File: src/rtl/fifo_read_adapter_pkg.sv
// Shared types, defaults and the read-credit rule for the FIFO read adapter.
package fifo_read_adapter_pkg;

    localparam int DW_DEFAULT        = 8;
    localparam int BUF_DEPTH_DEFAULT = 4;
    localparam int CW_DEFAULT        = 16;

    typedef logic [DW_DEFAULT-1:0] word_t;

    // A new read may only be issued if the word it returns is guaranteed a slot.
    function automatic logic credit_ok(input int occ, input logic inflight,
                                       input int depth = BUF_DEPTH_DEFAULT);
        return (occ + int'(inflight)) < depth;
    endfunction

endpackage

File: src/rtl/fifo_read_adapter_if.sv
// FIFO read port plus downstream valid/ready stream, as seen by the adapter.
interface fifo_read_adapter_if #(
    parameter int DW = fifo_read_adapter_pkg::DW_DEFAULT
);
    logic          fifo_empty;
    logic [DW-1:0] fifo_data;
    logic          fifo_rd;
    // Stream: a word transfers on every edge where m_valid & m_ready; once
    // m_valid is high it stays high with m_data unchanged until that transfer.
    logic          m_valid;
    logic          m_ready;
    logic [DW-1:0] m_data;

    modport master (
        input  fifo_empty, fifo_data, m_ready,
        output fifo_rd, m_valid, m_data
    );

    modport slave (
        output fifo_empty, fifo_data, m_ready,
        input  fifo_rd, m_valid, m_data
    );
endinterface

File: src/rtl/fifo_read_adapter_rd_skid_buf.sv
// Circular skid buffer catching FIFO read data; head is always the oldest word.
module rd_skid_buf #(
    parameter int DW    = 8,
    parameter int DEPTH = 4
) (
    input  logic                     clock,
    input  logic                     rst,
    input  logic                     push,
    input  logic [DW-1:0]            push_data,
    input  logic                     pop,
    output logic [$clog2(DEPTH):0]   occ,
    output logic [DW-1:0]            head
);
    localparam int AW = $clog2(DEPTH);
    localparam int OW = AW + 1;

    logic [DW-1:0] mem [DEPTH];
    logic [AW-1:0] wr_ptr;
    logic [AW-1:0] rd_ptr;

    always_ff @(posedge clock or negedge rst) begin
        if (!rst) begin
            for (int i = 0; i < DEPTH; i++) mem[i] <= '0;
            wr_ptr <= '0;
            rd_ptr <= '0;
            occ    <= '0;
        end else begin
            if (push) begin
                mem[wr_ptr] <= push_data;
                wr_ptr      <= wr_ptr + AW'(1);
            end
            if (pop) rd_ptr <= rd_ptr + AW'(1);
            case ({push, pop})
                2'b10:   occ <= occ + OW'(1);
                2'b01:   occ <= occ - OW'(1);
                default: occ <= occ;
            endcase
        end
    end

    assign head = mem[rd_ptr];

endmodule

File: src/rtl/fifo_read_adapter.sv
// Issues FIFO reads against buffer credit, absorbs the 1-cycle read latency and
// streams words downstream at up to one per cycle.
module fifo_read_adapter
    import fifo_read_adapter_pkg::*;
#(
    parameter int DW        = DW_DEFAULT,
    parameter int BUF_DEPTH = BUF_DEPTH_DEFAULT,
    parameter int CW        = CW_DEFAULT
) (
    input  logic                 clock,
    input  logic                 rst,
    input  logic                 enable,
    fifo_read_adapter_if.master  bus,
    output logic [CW-1:0]        pop_count
);
    localparam int OW = $clog2(BUF_DEPTH) + 1;

    logic          run;
    logic          inflight;
    logic          handshake;
    logic [OW-1:0] occ;
    logic [DW-1:0] head;

    // run holds reads off for the first cycle after reset release.
    always_comb begin
        bus.fifo_rd = run & enable & ~bus.fifo_empty
                      & credit_ok(int'(occ), inflight, BUF_DEPTH);
    end

    assign bus.m_valid = (occ != '0);
    assign bus.m_data  = head;
    assign handshake   = bus.m_valid & bus.m_ready;

    always_ff @(posedge clock or negedge rst) begin
        if (!rst) begin
            run       <= 1'b0;
            inflight  <= 1'b0;
            pop_count <= '0;
        end else begin
            run      <= 1'b1;
            inflight <= bus.fifo_rd;
            if (handshake) pop_count <= pop_count + CW'(1);
        end
    end

    rd_skid_buf #(
        .DW    (DW),
        .DEPTH (BUF_DEPTH)
    ) u_skid (
        .clock     (clock),
        .rst       (rst),
        .push      (inflight),
        .push_data (bus.fifo_data),
        .pop       (handshake),
        .occ       (occ),
        .head      (head)
    );

endmodule

File: src/flat_wrapper.sv
// flat-port wrapper written by rule: the top's interface ports become plain ports
module fifo_read_adapter_flat import fifo_read_adapter_pkg::*;
#(
    parameter int DW        = DW_DEFAULT,
    parameter int BUF_DEPTH = BUF_DEPTH_DEFAULT,
    parameter int CW        = CW_DEFAULT
)
  (clock, rst, enable, pop_count, bus_fifo_empty, bus_fifo_data, bus_m_ready, bus_fifo_rd, bus_m_valid, bus_m_data);
  fifo_read_adapter_if #(.DW(DW)) bus_i ();
  input  logic clock;
  input  logic rst;
  input  logic enable;
  output logic [CW-1:0] pop_count;
  input wire logic [$bits(bus_i.fifo_empty)-1:0] bus_fifo_empty;
  input wire logic [$bits(bus_i.fifo_data)-1:0] bus_fifo_data;
  input wire logic [$bits(bus_i.m_ready)-1:0] bus_m_ready;
  output wire logic [$bits(bus_i.fifo_rd)-1:0] bus_fifo_rd;
  output wire logic [$bits(bus_i.m_valid)-1:0] bus_m_valid;
  output wire logic [$bits(bus_i.m_data)-1:0] bus_m_data;
  assign bus_i.fifo_empty = bus_fifo_empty;
  assign bus_i.fifo_data = bus_fifo_data;
  assign bus_i.m_ready = bus_m_ready;
  assign bus_fifo_rd = bus_i.fifo_rd;
  assign bus_m_valid = bus_i.m_valid;
  assign bus_m_data = bus_i.m_data;
  fifo_read_adapter #(.DW(DW), .BUF_DEPTH(BUF_DEPTH), .CW(CW)) u_core (.clock(clock), .rst(rst), .enable(enable), .bus(bus_i), .pop_count(pop_count));
endmodule
File: config.mk
export PLATFORM = sky130hd
export DESIGN_NAME = fifo_read_adapter_flat
export DESIGN_NICKNAME = d
export VERILOG_FILES = /design/src/rtl/fifo_read_adapter_pkg.sv /design/src/rtl/fifo_read_adapter_if.sv /design/src/rtl/fifo_read_adapter_rd_skid_buf.sv /design/src/rtl/fifo_read_adapter.sv /design/src/flat_wrapper.sv
export SDC_FILE = /design/constraint.sdc
export NUM_CORES = 1
export LEC_CHECK = 0
export ABC_AREA = 1
export BUFFER_PORTS_ARGS = -buffer_cell sky130_fd_sc_hd__buf_2
export CAP_MARGIN = 10
export CORE_UTILIZATION = 61
export DETAILED_ROUTE_END_ITERATION = 16
export PLACE_DENSITY_LB_ADDON = 0.12
export SLEW_MARGIN = 10
export SYNTH_ARGS = -nofsm -noshare
export SYNTH_HDL_FRONTEND = slang
export SYNTH_SLANG_ARGS = --single-unit
File: constraint.sdc
create_clock -name clock -period 5 [get_ports clock]
set_input_delay 1 -clock clock [delete_from_list [all_inputs] [get_ports clock]]
set_output_delay 1 -clock clock [all_outputs]
set_load 0.02 [all_outputs]
### Yosys cells after proc, flatten, opt, wreduce, memory -nomap -nowiden

Cells that the tools add are included.

| operators by class | value |
|---|---|
| bitwise gates (word level) | 7 |
| order comparisons | 4 |
| add/sub/neg operators | 6 |
| multiplexer cells | 7 |
| reductions and logical operators | 3 |
| eq/ne operators | 2 |

Operator list:

| operator | count |
|---|---|
| $bwmux W32 | 1 |
| $lt A32 B4 Y1 const B | 1 |
| $mux W8 | 3 |
| $add A16 B1 Y16 const B | 1 |
| $bmux W8 S2 | 1 |
| $demux W8 S2 | 1 |
| $ge A3 B3 Y1 const B | 2 |
| $not A2 Y3 | 2 |
| $pmux W3 S2 | 1 |
| $add A2 B1 Y2 const B | 2 |
| $add A3 B1 Y4 | 1 |
| $and A1 B1 Y1 | 4 |
| $add A3 B1 Y3 const B | 1 |
| $lt A3 B1 Y1 const B | 1 |
| $reduce_bool A3 Y1 | 1 |
| $sub A3 B1 Y3 const B | 1 |
| $eq A2 B1 Y1 const B | 1 |
| $eq A2 B2 Y1 const B | 1 |
| $reduce_bool A2 Y1 | 1 |
| $logic_and A1 B1 Y1 | 1 |
| $not A1 Y1 | 1 |

| storage, ports and cells | value |
|---|---|
| logic and storage cells | 39 |
| flip-flop bits (word level) | 57 |
| output and inout bits | 26 |
| input port bits | 13 |

### Logic depth before layout (Yosys ltp)

| depth | value |
|---|---|
| depth in word-level cells | 6 |
| mapped depth | 10 |
| depth with buffers taken out | 10 |

### Hierarchy

A second synthesis with hierarchy kept.

| second synthesis, totals | value |
|---|---|
| cells, all modules | 351 |
| area, all modules | 2974.1 µm² |

Modules (own cells, without submodules):

| module | times used | area each (µm²) | seq. area each (µm²) | cells each |
|---|---|---|---|---|
| rd_skid_buf | 1 | 1973.1 | 975.9 | 226 |
| fifo_read_adapter | 1 | 1001.0 | 450.4 | 125 |

### Worst setup path before layout

No wires, ideal clock.

| path | value |
|---|---|
| path type | input-to-output |
| from | input bus_fifo_empty |
| to | output bus_fifo_rd |
| slack | 2459 ps |
| stages | 3 |
| required time | 4000 ps |
| arrival | 1541 ps |
| cell sequence | nor2_1 > nand3_1 > a31oi_1 |

| on the way | value |
|---|---|
| longest elaborated chain between the ends | 3 |

Ends and longest elaborated chain:

| item | RTL line | text |
|---|---|---|
| start: declaration | flat_wrapper.sv:14 | `input wire logic [$bits(bus_i.fifo_empty)-1:0] bus_fifo_empty;` |
| $not A1 Y1 | fifo_read_adapter.sv:26 | `bus.fifo_rd = run & enable & ~bus.fifo_empty` |
| $and A1 B1 Y1 | fifo_read_adapter.sv:26 |  |
| $and A1 B1 Y1 | fifo_read_adapter.sv:27 | `& credit_ok(int'(occ), inflight, BUF_DEPTH);` |
| end: declaration | flat_wrapper.sv:17 | `output wire logic [$bits(bus_i.fifo_rd)-1:0] bus_fifo_rd;` |

No other way between the ends.

### Worst setup path after layout

| path | value |
|---|---|
| from | register u_core.u_skid.rd_ptr[0] |
| to | output bus_m_data[7] |

| on the way | value |
|---|---|
| longest elaborated chain between the ends | 4 |

Ends and longest elaborated chain:

| item | RTL line | text |
|---|---|---|
| start: declaration | fifo_read_adapter_rd_skid_buf.sv:19 | `logic [AW-1:0] rd_ptr;` |
| start signal: assignment | fifo_read_adapter_rd_skid_buf.sv:32 | `if (pop) rd_ptr <= rd_ptr + AW'(1);` |
| $not A2 Y3 (implied by the code) | fifo_read_adapter_rd_skid_buf.sv:41 | `assign head = mem[rd_ptr];` |
| $bmux W8 S2 | fifo_read_adapter_rd_skid_buf.sv:41 |  |
| $mux W8 (implied by the code) (2 in a row) | fifo_read_adapter_rd_skid_buf.sv:41 |  |
| end: declaration | flat_wrapper.sv:19 | `output wire logic [$bits(bus_i.m_data)-1:0] bus_m_data;` |

No other way between the ends. The select of a mux whose other input is x is not followed.

==> impl_metrics.csv <==
group,metric,value,unit
power,power_density_over_the_cells,577.4,mW/mm^2
logic_synthesis,yosys.area.top_type_share,52.73,%
worst_setup_path,worst_path_max_delay_cell,"dfrtp_1",
global_route,globalRouteOverflowTotal,0,
global_route,first_global_vias,2031,
placement,placed_cells,390,
sta,clk_skew,0.004455,ns
floorplanning,floorplan.die_area,0.004705,mm^2
worst_setup_path,crit_type,"reg2out",
power,totalPowerFinal,1.791,mW
sta,setup_viol,0,
worst_setup_path,cp_max_fo,18,
sta,max_clock_freq,350.1,MHz
worst_setup_path,r2r_start,"u_core.u_skid.occ[0]$_DFFE_PN0P_",
power,vdd.ir_drop.worst,332.9,uV
logic_synthesis,async_flop_share,100.0,%
power,p_int,1.081,mW
route,route.detailed.drc,0,
floorplanning,core,0.004115,mm^2
sta,rsz_0062_raised_after_global_routing,"false",
worst_setup_path,crit_arrival,1.86,ns
finish,fin_util,75.37,%
logic_synthesis,ys_seq_area_share,52.73,%
global_route,grt_first_pass_wirelength,9.114,mm
sta,worst_margin_pin_slew,0.6993,ns
power,power.switching_fraction,39.65,%
clocking,clock-root-buffer,"clkbuf_8",
logic_synthesis,post-synth-top-area-cell,"dfrtp_1",
clocking,worst_setup_hold_path_clk_slew,0.06,ns
clocking,clock_buffers_created_by_tritoncts,9,
logic_synthesis,synth_cell_type_count,28,
route,drt-pass1-iter-count,5,
finish,final_layout_size_suffix_gt1_share,20.28,%
global_route,antenna_violations_before_repair,0,
clocking,clk_path_buf_depth,2,
worst_setup_path,worstReg2RegEnd,"u_core.u_skid.occ[2]$_DFFE_PN0P_",
hold_path,timing.hold.worst.class,"reg2reg",
route,routed_wl,5.409,mm
sta,period_needed,2.857,ns
power,power_leakage,1.596,nW
sta,final_min_period_over_clock_period,57.13,%
clocking,cts_tree,"done",
global_route,grt_use_total,26.89,%
finish,number_of_antenna_cells_inserted,0,
power,clockPowerShare,21.5,%
finish,design_area,0.003102,mm^2
route,post_drt_wl_per_cell,13.36,um
sta,hold_viol,0,
logic_synthesis,ys_ff_latch,57,
clocking,post_cts_buffers,0,
floorplanning,starting_density_of_the_core,65.73,%
logic_synthesis,synth_flop_cell,"dfrtp_1",
logic_synthesis,netlist_area,0.002705,mm^2
sta,worst_slew_margin_rel,53.38,%
route,routed-via-count,2153,
power,comb_power_share,35.3,%
logic_synthesis,synth_area_leaders,"dfrtp_1, nand2_1, o21ai_0",
clocking,cts_resized,0,
logic_synthesis,synthesis.area_per_instance,8.726,um^2
placement,place_congestion,0.7382,
floorplanning,core.rowCount,23,
job,max_cap_viol_count,0,
placement,post-dp-hpwl,3.520,mm
floorplanning,floorplan_die_height,68.59,um
worst_setup_path,crit_path_end_kind,"output pin",
finish,design.final.nets,371,
finish,final_cells,405,
clocking,insertion_delay,0.33,ns
worst_setup_path,critPathLaunchType,"register",
logic_synthesis,number_of_enable_flip_flop_cells_after_synthesis,0,
sta,final.setup.tns,0,ns
worst_setup_path,cp-startpoint,"u_core.u_skid.rd_ptr[0]$_DFFE_PN0P_",
global_route,grt_start_max_net_pins,58,
logic_synthesis,netlist_instances,310,
worst_setup_path,r2r.worst_path.cells,10,
logic_synthesis,ys.warnings.count,0,
route,detail-route-antenna-nets,0,
route,drt_first_iter_violations,235,
clocking,htree_levels,3,
worst_setup_path,worstPathRequired,4.00,ns
placement,buffer_ports.inserted,38,
clocking,cts.sink_count,57,
floorplanning,fp.dieW,68.59,um
route,vias_per_cell,5.316,
outcome,run_status,"complete, no violations",
floorplanning,num_io_pins,39,
sta,slew_violations,0,
worst_setup_path,timing.critical_path.to,"bus_m_data[7]",
logic_synthesis,post_syn_nets,330,
power,p_seq_share,43.1,%
clocking,hold_buffers,0,
finish,layout_stage_area_growth_over_the_synthesis_result,14.66,%
power,switchingPower,0.7101,mW
worst_setup_path,r2r_slack,3.01,ns
worst_setup_path,cpPeakStageDelay,0.70,ns
placement,detailed_place.area,0.002922,mm^2
worst_setup_path,cp_cell_sequence,"inv_2 -> o21ai_0 -> o22ai_1 -> buf_2",
-- cells in the final DEF (no fill, tap or decap), types with 2 or more instances in the layout --
| master | count |
|---|---|
| ha_1 | 6 |
| inv_1 | 24 |
| clkbuf_8 | 12 |
| o21ai_0 | 43 |
| clkinv_2 | 3 |
| buf_2 | 38 |
| nor2_2 | 2 |
| xor2_1 | 7 |
| xnor2_1 | 3 |
| nor2_4 | 2 |
| inv_2 | 5 |
| nand2_1 | 73 |
| o22ai_1 | 8 |
| o21ai_1 | 9 |
| nand4_1 | 6 |
| nand3_1 | 7 |
| nor2_1 | 31 |
| nand2_2 | 6 |
| nand3b_1 | 3 |
| dfrtp_1 | 57 |
-- worst min path at each step --
stage	start	end	slack, ns	cells past startpoint
after floorplan	u_core.u_skid.mem[10]$_DFFE_PN0P_	u_core.u_skid.mem[10]$_DFFE_PN0P_	0.45	2
after global placement	u_core.u_skid.mem[17]$_DFFE_PN0P_	u_core.u_skid.mem[17]$_DFFE_PN0P_	0.46	2
after detailed placement	u_core.u_skid.mem[9]$_DFFE_PN0P_	u_core.u_skid.mem[9]$_DFFE_PN0P_	0.47	2
after CTS	u_core.u_skid.mem[9]$_DFFE_PN0P_	u_core.u_skid.mem[9]$_DFFE_PN0P_	0.48	2
after global routing	u_core.u_skid.mem[17]$_DFFE_PN0P_	u_core.u_skid.mem[17]$_DFFE_PN0P_	0.51	2
final	u_core.u_skid.mem[9]$_DFFE_PN0P_	u_core.u_skid.mem[9]$_DFFE_PN0P_	0.48	2
-- sequential cells by signal, summed over array words and instances, names as in the netlist --
name	cells
u_core.inflight	1
u_core.run	1
u_core.u_skid.wr_ptr	2
u_core.pop_count	16
u_core.u_skid.occ	3
u_core.u_skid.rd_ptr	2
u_core.u_skid.mem	32
-- power groups by stage --
stage          registers [mW]  clock network, mW  logic (mW)
6_report                0.773              0.385       0.633
3_5_place_dp            0.779                  0       0.625
3_3_place_gp            0.774                  0       0.606
2_1_floorplan           0.748                  0       0.470
5_1_grt                 0.797              0.413       0.721
4_1_cts                 0.771              0.390       0.638
-- layout make-up --
| type | count | area [um^2] |
|---|---|---|
| Clock buffer | 12 | 165.2 |
| Fill cell | 311 | 1013 |
| Clock inverter | 3 | 15.01 |
| Timing Repair Buffer | 39 | 197.7 |
| Inverter | 30 | 112.6 |
| Tap cell | 50 | 62.56 |
| Sequential cell | 57 | 1426 |
| Multi-Input combinational cell | 214 | 1122 |
-- metrics by stage --
stage                     worst slack (ns)  hold WS [ns]
after detailed placement             2.344        0.4688
after floorplan                      2.459        0.4478
final                                2.143        0.4779
after CTS                            2.144        0.4842
after global placement               2.425        0.4616
after global routing                 2.022        0.5073
-- worst max-delay path, delay by kind of cell (launching register included) --
| family | cells | cell delay, ns |
|---|---|---|
| AO/OA/AOI/OAI | 2 | 0.38 |
| buffers and inverters | 2 | 0.44 |
| flip-flops | 1 | 0.70 |
-- cell usage after synthesis (2+ instances only) --
master	instances
nor2_2	2
nand2_1	73
nor2_1	31
xnor2_1	3
nor2_4	2
nand3_1	7
nand2_2	6
nand3b_1	3
xor2_1	7
inv_1	24
o22ai_1	8
nand4_1	6
inv_2	5
dfrtp_1	57
ha_1	6
buf_2	8
o21ai_1	9
o21ai_0	43
-- cells by family (layout without fill, tap and decap cells) --
group,after synthesis,after routing,share of synthesized area [%]
buf+inv,39,84,5.782
compound gates,62,62,11.89
simple gates,134,134,22.71
flops,57,57,52.73
other cells,1,1,0.1386
xor+xnor,10,10,3.238
fa+ha+maj,7,7,3.515
-- metal layers --
metal  wire length [um]  global-route usage, %  up-vias
met5                  0                      0        -
met4                 76                  12.50        0
met3                295                  5.757       10
met2               2534                  40.69       59
met1               2503                  36.79     1003
li1                   -                      -     1081
Note: power is estimated with default switching activity, not from simulation.
